==> config.mk <==
export PLATFORM = sky130hd
export DESIGN_NAME = mips_cpu_fetch
export DESIGN_NICKNAME = d
export VERILOG_FILES = /design/src/rtl/mips_cpu_pkg.sv /design/src/rtl/mips_cpu_fetch.sv
export SDC_FILE = /design/constraint.sdc
export NUM_CORES = 1
export LEC_CHECK = 0
export CORE_ASPECT_RATIO = 0.6
export CORE_UTILIZATION = 45
export DETAILED_ROUTE_END_ITERATION = 6
export GPL_TIMING_DRIVEN = 0
export HOLD_SLACK_MARGIN = 0.15
export PLACE_DENSITY = 0.91
export SLEW_MARGIN = 20
export SYNTH_ARGS = -nofsm -noshare
export SYNTH_HDL_FRONTEND = slang
export SYNTH_SLANG_ARGS = --single-unit
==> constraint.sdc <==
create_clock -name clk -period 3.85 [get_ports clk]
set_clock_uncertainty 0.1 [all_clocks]
set_input_delay 0.385 -clock clk [delete_from_list [all_inputs] [get_ports clk]]
set_output_delay 0.385 -clock clk [all_outputs]
set_load 0.03 [all_outputs]
==> src/rtl/mips_cpu_pkg.sv <==
`default_nettype none
// ============================================================================
// Module   : mips_cpu_pkg
// Brief    : Shared types and constants for the MIPS CPU front end.
// Revision : 1.0
// ============================================================================
package mips_cpu_pkg;

    typedef enum logic [0:0] {
        RUN    = 1'b0,
        HALTED = 1'b1
    } fetch_state_t;

    localparam logic [31:0] RESET_VECTOR_DEFAULT = 32'hBFC0_0000;
    localparam logic [31:0] NOP_INSTR            = 32'h0000_0000;

endpackage : mips_cpu_pkg
`default_nettype wire

==> src/rtl/mips_cpu_fetch.sv <==
`default_nettype none
// ============================================================================
// Module   : mips_cpu_fetch
// Brief    : Instruction fetch with PC, one branch delay slot and halt-on-jump-to-zero.
// Revision : 1.0
// ============================================================================
module mips_cpu_fetch
    import mips_cpu_pkg::*;
#(
    parameter logic [31:0] RESET_VECTOR = RESET_VECTOR_DEFAULT,
    parameter logic [31:0] HALT_ADDRESS = 32'h0000_0000
) (
    input  logic        clk,
    input  logic        reset,
    input  logic        stall,
    input  logic        branch_taken,
    input  logic [31:0] branch_target,
    output logic [31:0] instr_address,
    input  logic [31:0] instr_readdata,
    output logic [31:0] instr_out,
    output logic [31:0] pc_out,
    output logic [31:0] pc_plus4,
    output logic        in_delay_slot,
    output logic        addr_error,
    output logic        active
);

    fetch_state_t r_state;
    logic [31:0]  r_pc;
    logic         r_pending;
    logic [31:0]  r_pending_target;
    logic         r_addr_error;

    fetch_state_t w_next_state;
    logic [31:0]  w_next_pc;
    logic         w_next_pending;
    logic [31:0]  w_next_target;
    logic         w_next_addr_error;
    logic [31:0]  w_pc_plus4;

    always_comb begin
        w_pc_plus4        = r_pc + 32'd4;
        w_next_state      = r_state;
        w_next_pc         = r_pc;
        w_next_pending    = r_pending;
        w_next_target     = r_pending_target;
        w_next_addr_error = 1'b0;

        // A branch seen while the delay slot is issuing is deliberately dropped.
        if (r_state == RUN && !stall) begin
            if (r_pending) begin
                w_next_pc      = r_pending_target;
                w_next_pending = 1'b0;
                if (r_pending_target == HALT_ADDRESS) begin
                    w_next_state = HALTED;
                end
            end else if (branch_taken) begin
                w_next_pc         = w_pc_plus4;
                w_next_pending    = 1'b1;
                w_next_target     = {branch_target[31:2], 2'b00};
                w_next_addr_error = (branch_target[1:0] != 2'b00);
            end else begin
                w_next_pc = w_pc_plus4;
            end
        end
    end

    always_ff @(posedge clk or posedge reset) begin
        if (reset) begin
            r_state          <= RUN;
            r_pc             <= RESET_VECTOR;
            r_pending        <= 1'b0;
            r_pending_target <= 32'h0000_0000;
            r_addr_error     <= 1'b0;
        end else begin
            r_state          <= w_next_state;
            r_pc             <= w_next_pc;
            r_pending        <= w_next_pending;
            r_pending_target <= w_next_target;
            r_addr_error     <= w_next_addr_error;
        end
    end

    assign instr_address = r_pc;
    assign pc_out        = r_pc;
    assign pc_plus4      = w_pc_plus4;
    assign instr_out     = (r_state == RUN) ? instr_readdata : NOP_INSTR;
    assign in_delay_slot = r_pending;
    assign addr_error    = r_addr_error;
    assign active        = (r_state == RUN);

endmodule : mips_cpu_fetch
`default_nettype wire

==> results of run 1 <==
worst max-delay path: stages (launching register included):
cell             delay [ns]
dfrtp_1                0.51
ha_1                   0.32
nand3_4                0.16
nor4_4                 0.48
buf_6                  0.22
and3_4                 0.22
xor2_2                 0.13
clkdlybuf4s50_1        0.67
how the worst min path moves through the flow:
stage | start | endpoint | slack, ns
2_1_floorplan | r_pending_target[2]$_DFFE_PP0P_ | instr_address[2]$_DFFE_PP0N_ | 0.39
3_5_place_dp | r_pending_target[25]$_DFFE_PP0P_ | r_pending_target[25]$_DFFE_PP0P_ | 0.43
4_1_cts | reset | addr_error$_DFF_PP0_ | 0.26
6_report | reset | addr_error$_DFF_PP0_ | 0.25
3_3_place_gp | r_pending_target[30]$_DFFE_PP0P_ | r_pending_target[30]$_DFFE_PP0P_ | 0.42
5_1_grt | reset | r_pending_target[29]$_DFFE_PP0P_ | 0.29
report_power, final:
group,switching [mW],leakage [nW],internal [mW]
sequential,0.0316,0.778,0.685
combinational,0.144,1.84,0.156
clock,0.309,0.159,0.587
area by class of cell:
class | count | area, um^2
plain buffers | 66 | 417.9
clock buffers | 10 | 239.0
clock inverters | 6 | 93.84
fillers | 660 | 2437
inverters | 8 | 32.53
multi-input cells | 318 | 2235
flip-flops and latches | 63 | 1588
well taps | 130 | 162.7
repair buffers | 193 | 1949
metal layers:
layer,vias up,global-route usage [%],routed length (um)
met1,2140,40.83,5954
met3,39,12.49,2236
met4,0,10.24,319
met2,352,49.13,6672
met5,-,0,0
li1,1993,-,-
stage by stage:
step           instance area, um^2  setup WS (ns)
3_5_place_dp                  6385         0.7228
5_1_grt                       6718         0.1875
4_1_cts                       6718         0.3248
6_report                      6718         0.3075
3_3_place_gp                  6355         0.7258
2_1_floorplan                 4270          1.153
state kept, by name, summed over array words and instances (netlist names):
signal,count
in_delay_slot,1
instr_address,30
r_state,1
r_pending_target,30
addr_error,1
cells in the final DEF, fill, tap and decap left out, types with 13 or more instances in the layout:
| cell | n |
|---|---|
| nor2b_1 | 34 |
| nor2_1 | 28 |
| and3_1 | 13 |
| a21oi_1 | 14 |
| mux2_2 | 29 |
| o21ai_0 | 19 |
| dfrtp_1 | 54 |
| nand2_1 | 20 |
| nand3_1 | 16 |
| clkbuf_1 | 14 |
| xnor2_1 | 16 |
| clkdlybuf4s50_1 | 192 |
| buf_4 | 40 |
logic make-up (layout without fill, tap and decap cells):
logic type	Yosys count	in the layout	synth area share (%)
and+or+nand+nor	174	174	24.69
buffers and inverters	74	283	10.54
AOI/OAI and AO/OA	72	72	11.48
DFF	63	63	37.35
muxes	37	37	9.623
xor gates and xnor gates	28	28	5.945
adders and majority gates	1	1	0.2942
other	1	6	0.08820
==> flow_results.xml, run 1 <==
<?xml version="1.0" encoding="UTF-8"?>
<metrics>
  <group name="power_and_ir_drop">
    <metric name="cellPowerDensity" unit="nW/um^2">284.7</metric>
    <metric name="post-layout-total-power" unit="mW">1.913</metric>
    <metric name="power.leakage" unit="nW">2.780</metric>
    <metric name="max-vdd-ir-drop" unit="V">0.0002755</metric>
  </group>
  <group name="floorplan">
    <metric name="pin_count" unit="">199</metric>
    <metric name="floorplan.initialDensity" unit="%">46.44</metric>
    <metric name="chipHeight" unit="um">77.29</metric>
    <metric name="floorplan.die_area" unit="um^2">9853</metric>
    <metric name="core_region_area" unit="um^2">9155</metric>
    <metric name="fp-row-count" unit="">27</metric>
    <metric name="die_width" unit="um">127.5</metric>
  </group>
  <group name="yosys">
    <metric name="synth_seq_area_share" unit="%">37.35</metric>
    <metric name="yosysMostFrequentCell" unit="">dfrtp_1</metric>
    <metric name="yosys_most_used_dff" unit="">dfrtp_1</metric>
    <metric name="post_synth_num_cell_types" unit="">58</metric>
    <metric name="post_synthesis_mean_instance_area" unit="um^2">9.448</metric>
    <metric name="yosysTopAreaCell" unit="">dfrtp_1</metric>
    <metric name="synth.top_cells.by_count" unit="">dfrtp_1 (54), buf_4 (40), nor2b_1 (34), mux2_2 (29), nor2_1 (28)</metric>
    <metric name="synth_enable_flop_cells" unit="">0</metric>
    <metric name="yosys_warnings" unit="">0</metric>
    <metric name="postSynthCellCount" unit="">450</metric>
    <metric name="post_synth_main_area_contributors" unit="">dfrtp_1 (32%), mux2_2 (7.7%), buf_4 (7.1%), dfstp_2 (5.6%), nor2b_1 (5.0%)</metric>
    <metric name="synth.top_cell.area_share" unit="%">31.78</metric>
    <metric name="syn_area" unit="um^2">4252</metric>
    <metric name="postSynth.asyncResetShare" unit="%">100.0</metric>
    <metric name="ys_ff_latch" unit="">63</metric>
  </group>
  <group name="drt">
    <metric name="final_antenna_net_count" unit="">0</metric>
    <metric name="num_vias" unit="">4524</metric>
    <metric name="routed_wirelength" unit="um">15180</metric>
    <metric name="drt-initial-drc-count" unit="">540</metric>
    <metric name="firstDrtPassIters" unit="">6</metric>
    <metric name="wl_per_cell" unit="um">19.12</metric>
    <metric name="via_count_normalized_by_instance_count" unit="">5.698</metric>
    <metric name="drc_errors" unit="">0</metric>
  </group>
  <group name="timing">
    <metric name="fin_worst_hold_slack" unit="ns">0.2529</metric>
    <metric name="finalCritPeriodShare" unit="%">92.01</metric>
    <metric name="period_minus_slack" unit="ns">3.543</metric>
    <metric name="setup_repair_after_global_routing_missed_its_margin" unit="">false</metric>
    <metric name="tightest_slew" unit="ns">0.6674</metric>
    <metric name="final-max-slew-violation-count" unit="">0</metric>
    <metric name="finalSetupViolCount" unit="">0</metric>
    <metric name="hold_violation_total_from_the_final_report" unit="">0</metric>
    <metric name="timing.slew.headroom" unit="%">55.51</metric>
    <metric name="fin_tns_setup" unit="ns">0</metric>
    <metric name="max_clock_freq" unit="MHz">282.3</metric>
  </group>
  <group name="clock_network">
    <metric name="clock_insertion_delay_worst_skew" unit="ns">0.34</metric>
    <metric name="number_of_buffers_created_by_cts" unit="">9</metric>
    <metric name="worst_setup_hold_path_clk_slew" unit="ns">0.06</metric>
    <metric name="htree_levels" unit="">3</metric>
    <metric name="hold_buf_cts" unit="">0</metric>
    <metric name="post-cts-setup-buffers" unit="">0</metric>
    <metric name="clock-sinks" unit="">63</metric>
    <metric name="ctsLongestPathBuffers" unit="">2</metric>
    <metric name="ctsRootBufferMaster" unit="">clkbuf_16</metric>
    <metric name="post_cts_sizing_count" unit="">0</metric>
    <metric name="cts_tree" unit="">done</metric>
  </group>
  <group name="grt">
    <metric name="pin_count_of_the_biggest_net_entering_global_routing" unit="">47</metric>
    <metric name="grt_pass1_wl" unit="um">23790</metric>
    <metric name="number_of_global_route_vias_before_repair" unit="">4396</metric>
    <metric name="antenna_found_initial" unit="">0</metric>
    <metric name="gr-total-overflow" unit="">0</metric>
    <metric name="grtUsageTotal" unit="%">31.86</metric>
  </group>
  <group name="final_layout">
    <metric name="design.final.nets" unit="">728</metric>
    <metric name="layout-area-overhead-vs-synth" unit="%">58.00</metric>
    <metric name="share_of_post_route_cells_with_drive_strength_above_1" unit="%">18.52</metric>
    <metric name="number_of_cells_in_the_finished_layout_apart_from_fillers" unit="">794</metric>
    <metric name="antennaDiodeCount" unit="">0</metric>
    <metric name="postLayoutCoreUtil" unit="%">73.38</metric>
  </group>
  <group name="placed_design">
    <metric name="placed_cells" unit="">778</metric>
    <metric name="port_buffers" unit="">192</metric>
    <metric name="dp_hpwl" unit="um">11470</metric>
    <metric name="finalWeightedCongestion" unit="">0.9160</metric>
  </group>
  <group name="critical_path">
    <metric name="worst_setup_path_end_kind" unit="">output port</metric>
    <metric name="startpoint_type" unit="">register</metric>
    <metric name="cp-startpoint" unit="">instr_address[2]$_DFFE_PP0N_</metric>
    <metric name="timing.critical_path.required" unit="ns">3.37</metric>
    <metric name="critPathCapture" unit="">pc_plus4[30]</metric>
    <metric name="path_max_fanout" unit="">10</metric>
    <metric name="rrSetupSlack" unit="ns">1.53</metric>
    <metric name="regToRegStartpoint" unit="">instr_address[2]$_DFFE_PP0N_</metric>
    <metric name="worst_r2r_path_depth" unit="">5</metric>
    <metric name="rr_endpoint" unit="">instr_address[28]$_DFFE_PP1N_</metric>
    <metric name="critical_path_arrival" unit="ns">3.06</metric>
    <metric name="criticalPathCategory" unit="">reg -&gt; out</metric>
  </group>
  <group name="job">
    <metric name="reported_max_cap_violation_count" unit="">0</metric>
  </group>
  <group name="run_status">
    <metric name="outcome" unit="">finished clean</metric>
  </group>
  <group name="hold_path">
    <metric name="min-delay-path-class" unit="">in -&gt; async</metric>
  </group>
</metrics>
No activity file was read; power rests on OpenSTA's default activity.
==> run 2, diff against run 1 <==
Settings changed: CORE_UTILIZATION 45 to 42, PLACE_DENSITY 0.91 to 0.86.
Clock period 3.85 ns to 3.5 ns, I/O delays scaled along.
==> run 2 against run 1 <==
Global-route usage decreased by 2.8 points. Final cell count is 0.63% higher. Largest power group unchanged. Critical endpoint is now pc_plus4[22]. Sequential cell count unchanged. Critical path depth down 1. Die area rose by 7.0%. Via count is 1.8% lower. Power is 9.2% higher.
==> flow_results.xml, run 2 (synthesized netlist as in run 1, its figures left out) <==
<?xml version="1.0" encoding="UTF-8"?>
<metrics>
  <group name="run_status">
    <metric name="outcome" unit="">finished clean</metric>
  </group>
  <group name="timing">
    <metric name="tightest_slew" unit="ns">0.8188</metric>
    <metric name="timing.slew.headroom" unit="%">45.42</metric>
    <metric name="max_clock_freq" unit="MHz">298.5</metric>
    <metric name="fin_tns_setup" unit="ns">0</metric>
    <metric name="finalSetupViolCount" unit="">0</metric>
    <metric name="fin_worst_hold_slack" unit="ns">0.2628</metric>
    <metric name="setup_repair_after_global_routing_missed_its_margin" unit="">false</metric>
    <metric name="final-max-slew-violation-count" unit="">0</metric>
    <metric name="hold_violation_total_from_the_final_report" unit="">0</metric>
    <metric name="period_minus_slack" unit="ns">3.350</metric>
    <metric name="finalCritPeriodShare" unit="%">95.70</metric>
  </group>
  <group name="critical_path">
    <metric name="path_max_fanout" unit="">7</metric>
    <metric name="startpoint_type" unit="">register</metric>
    <metric name="criticalPathCategory" unit="">reg -&gt; out</metric>
    <metric name="timing.critical_path.required" unit="ns">3.05</metric>
    <metric name="worst_setup_path_end_kind" unit="">output port</metric>
    <metric name="critical_path_arrival" unit="ns">2.90</metric>
  </group>
  <group name="placed_design">
    <metric name="port_buffers" unit="">192</metric>
    <metric name="dp_hpwl" unit="um">11680</metric>
    <metric name="finalWeightedCongestion" unit="">0.8892</metric>
    <metric name="placed_cells" unit="">783</metric>
  </group>
  <group name="floorplan">
    <metric name="floorplan.die_area" unit="um^2">10540</metric>
    <metric name="floorplan.initialDensity" unit="%">43.19</metric>
    <metric name="pin_count" unit="">199</metric>
    <metric name="die_width" unit="um">131.9</metric>
    <metric name="chipHeight" unit="um">79.94</metric>
    <metric name="fp-row-count" unit="">28</metric>
    <metric name="core_region_area" unit="um^2">9844</metric>
  </group>
  <group name="clock_network">
    <metric name="worst_setup_hold_path_clk_slew" unit="ns">0.06</metric>
    <metric name="cts_tree" unit="">done</metric>
    <metric name="number_of_buffers_created_by_cts" unit="">9</metric>
    <metric name="post-cts-setup-buffers" unit="">0</metric>
    <metric name="htree_levels" unit="">3</metric>
    <metric name="hold_buf_cts" unit="">0</metric>
    <metric name="clock-sinks" unit="">63</metric>
    <metric name="ctsRootBufferMaster" unit="">clkbuf_16</metric>
    <metric name="clock_insertion_delay_worst_skew" unit="ns">0.34</metric>
    <metric name="ctsLongestPathBuffers" unit="">2</metric>
  </group>
  <group name="final_layout">
    <metric name="share_of_post_route_cells_with_drive_strength_above_1" unit="%">18.83</metric>
    <metric name="most_frequent_cells_in_the_layout" unit="">clkdlybuf4s50_1 (192), dfrtp_1 (53), buf_4 (40), nor2b_1 (34), mux2_2 (29)</metric>
    <metric name="antennaDiodeCount" unit="">0</metric>
    <metric name="design.final.nets" unit="">728</metric>
    <metric name="number_of_cells_in_the_finished_layout_apart_from_fillers" unit="">799</metric>
    <metric name="layout-area-overhead-vs-synth" unit="%">57.80</metric>
    <metric name="area_taken_by_multi_input_logic_gates" unit="um^2">2237</metric>
    <metric name="final_common_cell" unit="">clkdlybuf4s50_1</metric>
    <metric name="postLayoutCoreUtil" unit="%">68.15</metric>
    <metric name="final-seq-area" unit="um^2">1589</metric>
    <metric name="fillerInstances" unit="">758</metric>
  </group>
  <group name="grt">
    <metric name="grt_pass1_wl" unit="um">23350</metric>
    <metric name="grtUsageTotal" unit="%">29.11</metric>
    <metric name="gr-total-overflow" unit="">0</metric>
    <metric name="pin_count_of_the_biggest_net_entering_global_routing" unit="">38</metric>
    <metric name="antenna_found_initial" unit="">0</metric>
    <metric name="number_of_global_route_vias_before_repair" unit="">4202</metric>
  </group>
  <group name="hold_path">
    <metric name="min-delay-path-class" unit="">in -&gt; async</metric>
  </group>
  <group name="power_and_ir_drop">
    <metric name="cellPowerDensity" unit="nW/um^2">311.3</metric>
    <metric name="power.leakage" unit="nW">2.776</metric>
    <metric name="max-vdd-ir-drop" unit="V">0.0003105</metric>
  </group>
  <group name="drt">
    <metric name="drt-initial-drc-count" unit="">571</metric>
    <metric name="via_count_normalized_by_instance_count" unit="">5.561</metric>
    <metric name="firstDrtPassIters" unit="">6</metric>
    <metric name="final_antenna_net_count" unit="">0</metric>
    <metric name="num_vias" unit="">4443</metric>
    <metric name="routed_wirelength" unit="um">15420</metric>
    <metric name="wl_per_cell" unit="um">19.30</metric>
    <metric name="drc_errors" unit="">0</metric>
  </group>
  <group name="job">
    <metric name="reported_max_cap_violation_count" unit="">0</metric>
  </group>
</metrics>
==> run 2: changes by cell type in the layout (fill, tap and decap cells not counted) <==
cell        delta
buf_12         +1
buf_16         -1
clkbuf_8       -1
clkinv_2       +2
clkinv_4       -1
clkinvlp_4     -1
dfrtp_1        -1
dfrtp_2        +1
inv_6          +1
nor2_1         -1
nor2_2         +1
==> run 2: metal layers <==
layer	wire length, um	vias to the layer above	track usage [%]	share of wire [%]
met5	0	-	0	0
met4	225	0	7.674	1.5
met3	1772	23	11.30	11
met2	6693	272	43.76	43
met1	6732	2156	38.85	44
li1	-	1992	-	-
==> run 2: per-stage QoR <==
step	setup WS (ns)	area, um^2	total power, mW
after floorplan	0.8379	4270	0.9565
after global placement	0.3210	6361	1.116
after detailed placement	0.3725	6384	1.126
after CTS	0.09590	6705	2.093
after global routing	0.06969	6709	2.153
final	0.1504	6709	2.089
==> run 2: path summary, 6_finish.rpt <==
| kind | from | endpoint | slack (ns) | depth (start not counted) |
|---|---|---|---|---|
| hold / removal | reset | r_pending_target[27]$_DFFE_PP0P_ | 0.26 | 2 |
| max in group asynchronous | reset | instr_address[24]$_DFFE_PP1N_ | 2.45 | 3 |
| min in group clk | r_pending_target[30]$_DFFE_PP0P_ | r_pending_target[30]$_DFFE_PP0P_ | 0.45 | 1 |
| hold reg to reg | r_pending_target[30]$_DFFE_PP0P_ | r_pending_target[30]$_DFFE_PP0P_ | 0.45 | 1 |
| setup reg to reg | in_delay_slot$_DFFE_PP0N_ | instr_address[11]$_DFFE_PP0N_ | 1.26 | 5 |
| setup / recovery | instr_address[3]$_DFFE_PP0N_ | pc_plus4[22] | 0.15 | 6 |
==> run 2: critical path, cell delays in order (launching register included) <==
cell and delay, ns:
dfrtp_1 0.47, ha_1 0.30, and3_1 0.27, nand4_1 0.24, or3_1 0.46, xnor2_1 0.15, clkdlybuf4s50_1 0.69
==> run 2: final cells by class <==
class / instances / area share [%]
Clock inverter: 7 / 1.436
Tap cell: 135 / 2.518
Clock buffer: 9 / 3.357
Sequential cell: 63 / 23.69
Inverter: 8 / 0.4849
Buffer: 66 / 6.229
Multi-Input combinational cell: 318 / 33.35
Timing Repair Buffer: 193 / 28.94
==> run 2: repair_timing <==
item                                    4_1_cts  5_1_grt
pin swaps                                     1        0
gates resized for setup                       0        2
endpoints found under the setup margin        1        3
cloned                                        0        0
==> run 2: where the power goes <==
| group | total, mW | switching, mW | internal, mW |
|---|---|---|---|
| combinational | 0.330 | 0.159 | 0.170 |
| sequential | 0.788 | 0.0350 | 0.753 |
| clock | 0.971 | 0.346 | 0.625 |
